--- src/rtl/psram_arb.sv ---
// psram_arb -- two-client burst arbiter in front of a PSRAM controller.
//
// Arbitrates between a capture writer (8-beat write bursts) and a video
// reader (4-beat read bursts). Each granted burst is driven onto an
// AXI-like downstream port. Round-robin decides between simultaneous
// requests, and a watchdog aborts any burst that runs too long.
//
// Ports:
//   clk, reset_n                 clock, synchronous active-low reset
//   psram_ready                  downstream accepts new bursts
//   wr_req/wr_addr/wr_data       writer request, start address, show-ahead beat
//   wr_pop, wr_ack               writer beat consumed, write burst complete
//   rd_req/rd_addr               reader request, start address
//   rd_valid/rd_data, rd_done    forwarded read beat, read burst complete
//   aw*/w*/bvalid                downstream write address/data/response
//   ar*/rvalid/rdata             downstream read address/data
//   timeout_err                  burst aborted by the watchdog
module psram_arb #(
    parameter int ADDR_W      = 25,
    parameter int TIMEOUT_CYC = 1024
) (
    input  logic              clk,
    input  logic              reset_n,
    input  logic              psram_ready,
    input  logic              wr_req,
    input  logic [ADDR_W-1:0] wr_addr,
    input  logic [15:0]       wr_data,
    output logic              wr_pop,
    output logic              wr_ack,
    input  logic              rd_req,
    input  logic [ADDR_W-1:0] rd_addr,
    output logic              rd_valid,
    output logic [17:0]       rd_data,
    output logic              rd_done,
    output logic [ADDR_W-1:0] awaddr,
    output logic [7:0]        awlen,
    output logic              awvalid,
    input  logic              awready,
    output logic [15:0]       wdata,
    output logic              wvalid,
    input  logic              wready,
    input  logic              bvalid,
    output logic [ADDR_W-1:0] araddr,
    output logic [7:0]        arlen,
    output logic              arvalid,
    input  logic              arready,
    input  logic              rvalid,
    input  logic [17:0]       rdata,
    output logic              timeout_err
);

    localparam int WD_W = $clog2(TIMEOUT_CYC) + 1;

    typedef enum logic [2:0] {
        IDLE,
        AW,
        WDAT,
        WRSP,
        AR,
        RDAT
    } state_t;

    state_t            state_reg;
    logic [ADDR_W-1:0] addr_reg;
    logic [3:0]        beat_reg;
    logic [WD_W-1:0]   wdog_reg;
    logic              last_wr_reg;   // 1: last grant went to the writer

    logic expire;
    logic live;
    logic grant_wr;
    logic grant_rd;

    // Watchdog fires on the last allowed cycle of a burst.
    assign expire = (state_reg != IDLE) && (wdog_reg == WD_W'(TIMEOUT_CYC - 1));

    // Outputs are suppressed while reset is asserted and on the abort cycle,
    // so neither an abandoned nor an expired burst can emit a stray pulse.
    assign live = reset_n && !expire;

    // Round-robin: on a tie the side not granted last wins.
    assign grant_wr = psram_ready && wr_req && (!rd_req || !last_wr_reg);
    assign grant_rd = psram_ready && rd_req && (!wr_req ||  last_wr_reg);

    always_ff @(posedge clk) begin
        if (!reset_n) begin
            state_reg   <= IDLE;
            addr_reg    <= '0;
            beat_reg    <= '0;
            wdog_reg    <= '0;
            last_wr_reg <= 1'b0;
        end else if (expire) begin
            // last_wr_reg already names the aborted requester.
            state_reg <= IDLE;
        end else begin
            if (state_reg != IDLE)
                wdog_reg <= wdog_reg + WD_W'(1);
            case (state_reg)
                IDLE: begin
                    if (grant_wr) begin
                        state_reg   <= AW;
                        addr_reg    <= wr_addr;
                        last_wr_reg <= 1'b1;
                        wdog_reg    <= '0;
                    end else if (grant_rd) begin
                        state_reg   <= AR;
                        addr_reg    <= rd_addr;
                        last_wr_reg <= 1'b0;
                        wdog_reg    <= '0;
                    end
                end
                AW: begin
                    if (awready) begin
                        state_reg <= WDAT;
                        beat_reg  <= '0;
                    end
                end
                WDAT: begin
                    if (wready) begin
                        if (beat_reg != 4'd8)
                            beat_reg <= beat_reg + 4'd1;
                        if (beat_reg == 4'd7)
                            state_reg <= WRSP;
                    end
                end
                WRSP: begin
                    if (bvalid)
                        state_reg <= IDLE;
                end
                AR: begin
                    if (arready) begin
                        state_reg <= RDAT;
                        beat_reg  <= '0;
                    end
                end
                RDAT: begin
                    if (rvalid) begin
                        if (beat_reg != 4'd8)
                            beat_reg <= beat_reg + 4'd1;
                        if (beat_reg == 4'd3)
                            state_reg <= IDLE;
                    end
                end
                default: state_reg <= IDLE;
            endcase
        end
    end

    always_comb begin
        awaddr      = addr_reg;
        araddr      = addr_reg;
        awlen       = 8'h08;
        arlen       = 8'h04;
        awvalid     = live && (state_reg == AW);
        wvalid      = live && (state_reg == WDAT);
        wdata       = (live && (state_reg == WDAT)) ? wr_data : 16'h0000;
        wr_pop      = live && (state_reg == WDAT) && wready;
        wr_ack      = live && (state_reg == WRSP) && bvalid;
        arvalid     = live && (state_reg == AR);
        rd_valid    = live && (state_reg == RDAT) && rvalid;
        rd_data     = (live && (state_reg == RDAT) && rvalid) ? rdata : 18'h00000;
        rd_done     = live && (state_reg == RDAT) && rvalid && (beat_reg == 4'd3);
        timeout_err = reset_n && expire;
    end

endmodule

--- config.mk ---
export PLATFORM = sky130hd
export DESIGN_NAME = psram_arb
export DESIGN_NICKNAME = d
export VERILOG_FILES = /design/src/rtl/psram_arb.sv
export SDC_FILE = /design/constraint.sdc
export NUM_CORES = 1
export LEC_CHECK = 0
export CAP_MARGIN = 20
export CORE_MARGIN = 3
export CORE_UTILIZATION = 32
export CTS_CLUSTER_DIAMETER = 60
export CTS_CLUSTER_SIZE = 14
export DETAILED_ROUTE_END_ITERATION = 8
export GPL_TIMING_DRIVEN = 0
export PLACE_DENSITY = 0.78
export RECOVER_POWER = 100
export SYNTH_ARGS = -nofsm -noshare
export SYNTH_HDL_FRONTEND = slang
export SYNTH_SLANG_ARGS = --single-unit
--- constraint.sdc ---
create_clock -name clk -period 2.6 [get_ports clk]
set_clock_uncertainty 0.05 [all_clocks]
set_input_delay 0.78 -clock clk [delete_from_list [all_inputs] [get_ports clk]]
set_output_delay 0.78 -clock clk [all_outputs]
set_load 0.03 [all_outputs]
[Word-level counts from Yosys, hierarchy flattened]
Index checks and enable logic that the tools add are counted.
Cells by class
  add/subtract/negate cells: 2
  multipliers: 0
  div/mod/pow operators: 0
  magnitude comparators: 0
  equality and inequality tests: 17
  shift operators: 0
  mux-type cells: 26
  bitwise logic cells: 2
  reductions and logical operators: 30
Operators with widths (number)
  2-to-1 mux 25 bit: 2
  2-to-1 mux 11 bit: 4
  2-to-1 mux 3 bit: 9
  2-to-1 mux 4 bit: 5
  2-to-1 mux 18 bit: 1
  one-hot mux 3 bit (6 select lines): 1
  logical AND 1 bit: 16
  2-to-1 mux 16 bit: 1
  one-hot mux 4 bit (4 select lines): 1
  inequality test 2 bit (second input constant): 7
  adder 11 x 1 -> 11 bit (second input constant): 1
  equality test 11 x 10 -> 1 bit (second input constant): 1
  AND reduction 8 bit: 1
  equality test 3 x 2 -> 1 bit (second input constant): 2
  equality test 3 bit (second input constant): 2
  AND reduction 6 bit: 1
  adder 4 x 1 -> 4 bit (second input constant): 1
  equality test 4 x 2 -> 1 bit (second input constant): 1
  equality test 4 x 3 -> 1 bit (second input constant): 1
  zero test 1 bit: 4
  inequality test 4 bit (second input constant): 1
  nonzero test 4 bit: 1
  equality test 3 x 1 -> 1 bit (second input constant): 1
  zero test 3 bit: 1
  other kinds (8): 11
Word-level totals
  flip-flop bits (word level): 44
  latch bits: 0
  bits in writable memories: 0
  memory bits (read-only): 0
  input port bits: 94
  output and inout port bits: 108
  logic and storage cells: 82
  memories: 0

[Longest topological paths before layout]
Gate-level depths: netlist of run 1.
  word-level depth: 7
  depth in mapped cells: 8
  depth with buffers taken out: 6

[Least setup slack after synthesis of run 1]
No wires, ideal clock.
  kind: input-to-output
  start: input port reset_n
  end: output port wdata[10]
  data arrival time: 2.331 ns
  data required time: 1.770 ns
  slack: -0.561 ns
  cell stages on the path: 5
  path buffers: 2
  path through: clkbuf_1 inv_1 nor3_1 clkbuf_1 and2_1
Between the ends
  cells in the longest elaborated chain, start to end: 3
RTL lines
  start, declared: RTL line 23  | input logic reset_n,
  logical AND 1 bit: RTL line 79  | assign live = reset_n && !expire;
  logical AND 1 bit
  via wvalid: RTL line 40  | output logic wvalid,
  2-to-1 mux 16 bit: RTL line 156  | wdata = (live && (state_reg == WDAT)) ? wr_data : 16'h0000;
  end, declared: RTL line 39  | output logic [15:0] wdata,
The timed path passes the listed nets, and every way through them passes these cells.

[Worst setup path in the final report of run 1]
  start: register wdog_reg[0]
  end: output port rd_done
Between the ends
  cells in the longest elaborated chain, start to end: 7
RTL lines
  start, declared: RTL line 66  | logic [WD_W-1:0] wdog_reg;
  start signal, assigned: RTL line 97  | wdog_reg <= wdog_reg + WD_W'(1);
  equality test 11 x 10 -> 1 bit: RTL line 75  | assign expire = (state_reg != IDLE) && (wdog_reg == WD_W'(TIMEOUT_CYC - 1));
  logical AND 1 bit: RTL line 75
  zero test 1 bit: RTL line 79
  logical AND 1 bit: RTL line 79
  logical AND 1 bit (3 in a row): RTL line 162  | rd_done = live && (state_reg == RDAT) && rvalid && (beat_reg == 4'd3);
  end, declared: RTL line 34  | output logic rd_done,
Every way passes these cells.

==> results list, run 1 <==
- Yosys printed 0 warnings.
- In this run, placement finished with an instance count of 654.
* Reg2reg start: state_reg[1]
* Peak Freq: 352 MHz
* Final-report max-slew violation count: 0
- Synth Flop Type: dfxtp_1
* Clock-pin transition on the worst setup and hold timing paths: 90 ps
* Width of the die: 100 µm
- The routed design has 11.1 mm of wire.
- Subtracting the final worst setup slack from the clock period gives 2840 ps.
- For the pin with the worst max-slew slack, the measured transition is 952 ps.
- Leftover overflow at the end of global routing: 0
- Final antenna-violating net count: 0
* Start point of the critical path: wdog_reg[0]
- Worst slew margin: 35.9%
- The routed layout has 3381 vias.
- In this run the worst path has a maximum fanout of 5.
- Die height: 100 µm
- Setup violation total in the final timing report: 42
* Global placer's final weighted congestion: 0.921
- Vias in the first global route: 3344
* Clk buf depth: 2
* Half-perimeter wire length of the detailed placement result: 8.46 mm
- The flow ran to the end, but the final reports show violations.
- Post-synth ARST share: 0%
- Hold is met by 425 ps.
* Clock root cell: clkbuf_8
* H-tree levels: 2
* Number of antenna violations at the first check in global routing: 0
- After detailed routing, the number of remaining DRC violations is 0.
- Routed WL per cell: 16.2 µm
* Global-route wire length before repair: 16.7 mm
- For the worst setup path, the data arrival time is 2010 ps.
- The placed instances occupy a cell area of 4950 µm².
- Max-cap violations: 0
- Share of post-route cells with drive strength above 1: 31.1%
- Yosys attributes the largest share of cell area to dfxtp_1, buf_4, mux2i_1.
- Number of synthesized register bits: 44
- Largest net degree at the start of global routing: 14
- The number of clock buffers added by TritonCTS is 5.
* Class of the tightest hold or removal check: reg2reg
* Setup slack of the most critical reg-to-reg path: 280 ps
- Library cell occupying the most area in the post-synthesis netlist: dfxtp_1
* Leakage power: 2.37 nW
* Setup repair after global routing missed its margin: yes
* Fill cells: 706
* Kind of end point of the critical path: output port
- Depth of the most critical reg-to-reg path: 7
* Reg2reg end: beat_reg[3]
- The detailed router finished its first iteration with 93 violations.
- The setup path with the least slack is of type reg2out.
- Endpoint required time on the critical path: 1770 ps
- After technology mapping, the gate count stands at 351.
- Nets: 678
- Largest register FFs: 25
- Finished layout cell area: 5470 µm²
- The area growth from synthesis to layout is 91.6%.
- Number of synthesized flops with an enable pin: 0
- Port-buffer cells: 184
- Share of the clock period used by the worst path after layout: 109%
* Clock Latency Late Sink: 300 ps
- After synthesis the cells add up to 2860 µm².
* TritonCTS clock tree: yes
- Across all setup checks in the final design, the least slack found is -244 ps.
- The count of endpoints failing hold in the final timing report is 0.
* Vias per std cell: 4.92
- The floorplan step defined a core boundary enclosing 8420 µm².
* Distinct cell type count after synthesis: 50
- Total GRT Usage: 20.8%
- 1st-pass router iterations: 4
* Part of the Yosys area used for sequential elements: 30.8%
* Total I/O pin count: 202
- Row count: 33
- The final reports fail on negative setup slack.
- For this design, the sink count on the clock tree is 44.
* Capture point of the critical path: rd_done
- Average cell area after synthesis: 8.14 µm²
- Type of origin of the critical path: flop
- Floorplan die area: 10100 µm²
- The initial utilization of the core area, before any placement, comes to 33.9%.
- Fraction of the core area covered by cells at the end of the flow: 65.0%
- Pwr dens: 694 nW/µm²
* Peak supply drop: 0.392 mV
* Count of inserted antenna diode cells: 0
- Top cell type's share of synthesized area: 30.8%
* Post-placement setup slack: -974 ps
- Final Instance Count excl. Fillers: 687
[worst max-delay path, stage by stage (launching register included)]
cell     delay (ps)
dfxtp_4         360
ha_4            160
nand3_4         100
buf_6           110
nor4_4           40
buf_4           160
nor3_4          280
buf_6           160
and4_1          200
buf_6           140
[power breakdown]
part	switching (W)	internal [W]	total (W)
sequential	0.000142	0.000832	0.000974
combinational	0.00128	0.00102	0.00230
clock	0.000237	0.000285	0.000523
[metrics by stage]
stage	power, W	TNS, ps
2_1_floorplan	0.00239	0
3_3_place_gp	0.00319	-36240
3_5_place_dp	0.00323	-38250
4_1_cts	0.00386	-5700
5_1_grt	0.00404	-12430
6_report	0.00380	-6410
[placed cells by master (no fill, tap or decap), drive strengths merged, types with 5 or more instances in the layout]
cell type      netlist  layout
a211oi              28      28
a21oi               14      14
and2                37      37
buf                 47     113
clkbuf              17      22
clkdlybuf4s50        0      88
conb                 2      16
dfxtp               44      44
dlygate4sd3          0      52
inv                  5       5
mux2i               25      25
nand2                8       8
nor2                43      43
nor3                 7       7
nor4                 6       6
o21ai                8       8
[worst min path at each step]
stage	start	to	slack, ps	cells past startpoint
after global placement	wdog_reg[8]	wdog_reg[8]	410	1
after global routing	wdog_reg[9]	wdog_reg[10]	430	1
after floorplan	wdog_reg[8]	wdog_reg[8]	390	1
after detailed placement	wdog_reg[8]	wdog_reg[8]	420	1
final	wdog_reg[9]	wdog_reg[10]	420	1
after CTS	wdog_reg[9]	wdog_reg[10]	420	1
[area by class of cell]
cell class	instances	area (µm²)	area share, %
Clock buffer	6	72.6	1.33
Sequential cell	44	893	16.3
Timing Repair Buffer	209	2120	38.7
Tap cell	105	131	2.40
Inverter	5	18.8	0.343
Buffer	64	439	8.02
Clock inverter	2	35.0	0.640
Multi-Input combinational cell	252	1760	32.2
[cell usage after synthesis (2+ instances only)]
| library cell | n |
|---|---|
| dfxtp_1 | 44 |
| nor2_1 | 43 |
| buf_4 | 42 |
| and2_1 | 37 |
| a211oi_1 | 28 |
| mux2i_1 | 25 |
| clkbuf_1 | 17 |
| a21oi_1 | 14 |
| nand2_1 | 8 |
| o21ai_0 | 8 |
| nor3_1 | 7 |
| inv_1 | 5 |
| nand2b_1 | 4 |
| nand3_1 | 4 |
| nand3b_1 | 4 |
| nand4_1 | 4 |
| nor4_1 | 4 |
| and3_1 | 3 |
| buf_2 | 3 |
| ha_1 | 3 |
| nor3b_1 | 3 |
| o311ai_0 | 3 |
| or3_1 | 3 |
| or4_1 | 3 |
| a22oi_1 | 2 |
| and4_1 | 2 |
| buf_1 | 2 |
| conb_1 | 2 |
| nor4_2 | 2 |
| or2_2 | 2 |
[what timing repair did]
item,CTS,global route
pin swaps,28,15
gates cloned,3,0
setup buffers,12,11
endpoints found under the setup margin,42,66
hold buffers,0,0
gates resized for setup,318,51
[per-layer routing]
layer  up-vias  part of all wire, %  GRT usage [%]
met1      1546                   36           22.3
li1       1650                    -              -
met5         -                    0              0
met3        19                  8.6           5.88
met2       166                   52           38.5
met4         0                  2.5           7.25
[cells by family (layout without fill, tap and decap cells)]
family | Yosys count | after routing | synth area share, %
fa+ha+maj | 3 | 3 | 1.31
flops | 44 | 44 | 30.8
simple gates | 139 | 139 | 27.2
compound gates | 68 | 68 | 16.6
mux | 26 | 26 | 9.15
buf+inv | 69 | 286 | 14.7
other cells | 2 | 16 | 0.263
No activity file was read; power rests on OpenSTA's default activity.
==> inputs of run 2 (changes only) <==
--- a/config.mk
+++ b/config.mk
@@ -14,6 +14,7 @@
 export GPL_TIMING_DRIVEN = 0
 export PLACE_DENSITY = 0.78
 export RECOVER_POWER = 100
+export SLEW_MARGIN = 0
 export SYNTH_ARGS = -nofsm -noshare
 export SYNTH_HDL_FRONTEND = slang
 export SYNTH_SLANG_ARGS = --single-unit
==> results of run 2 <==
Same layout as run 1: the final DEF is identical, and so are final timing and power.
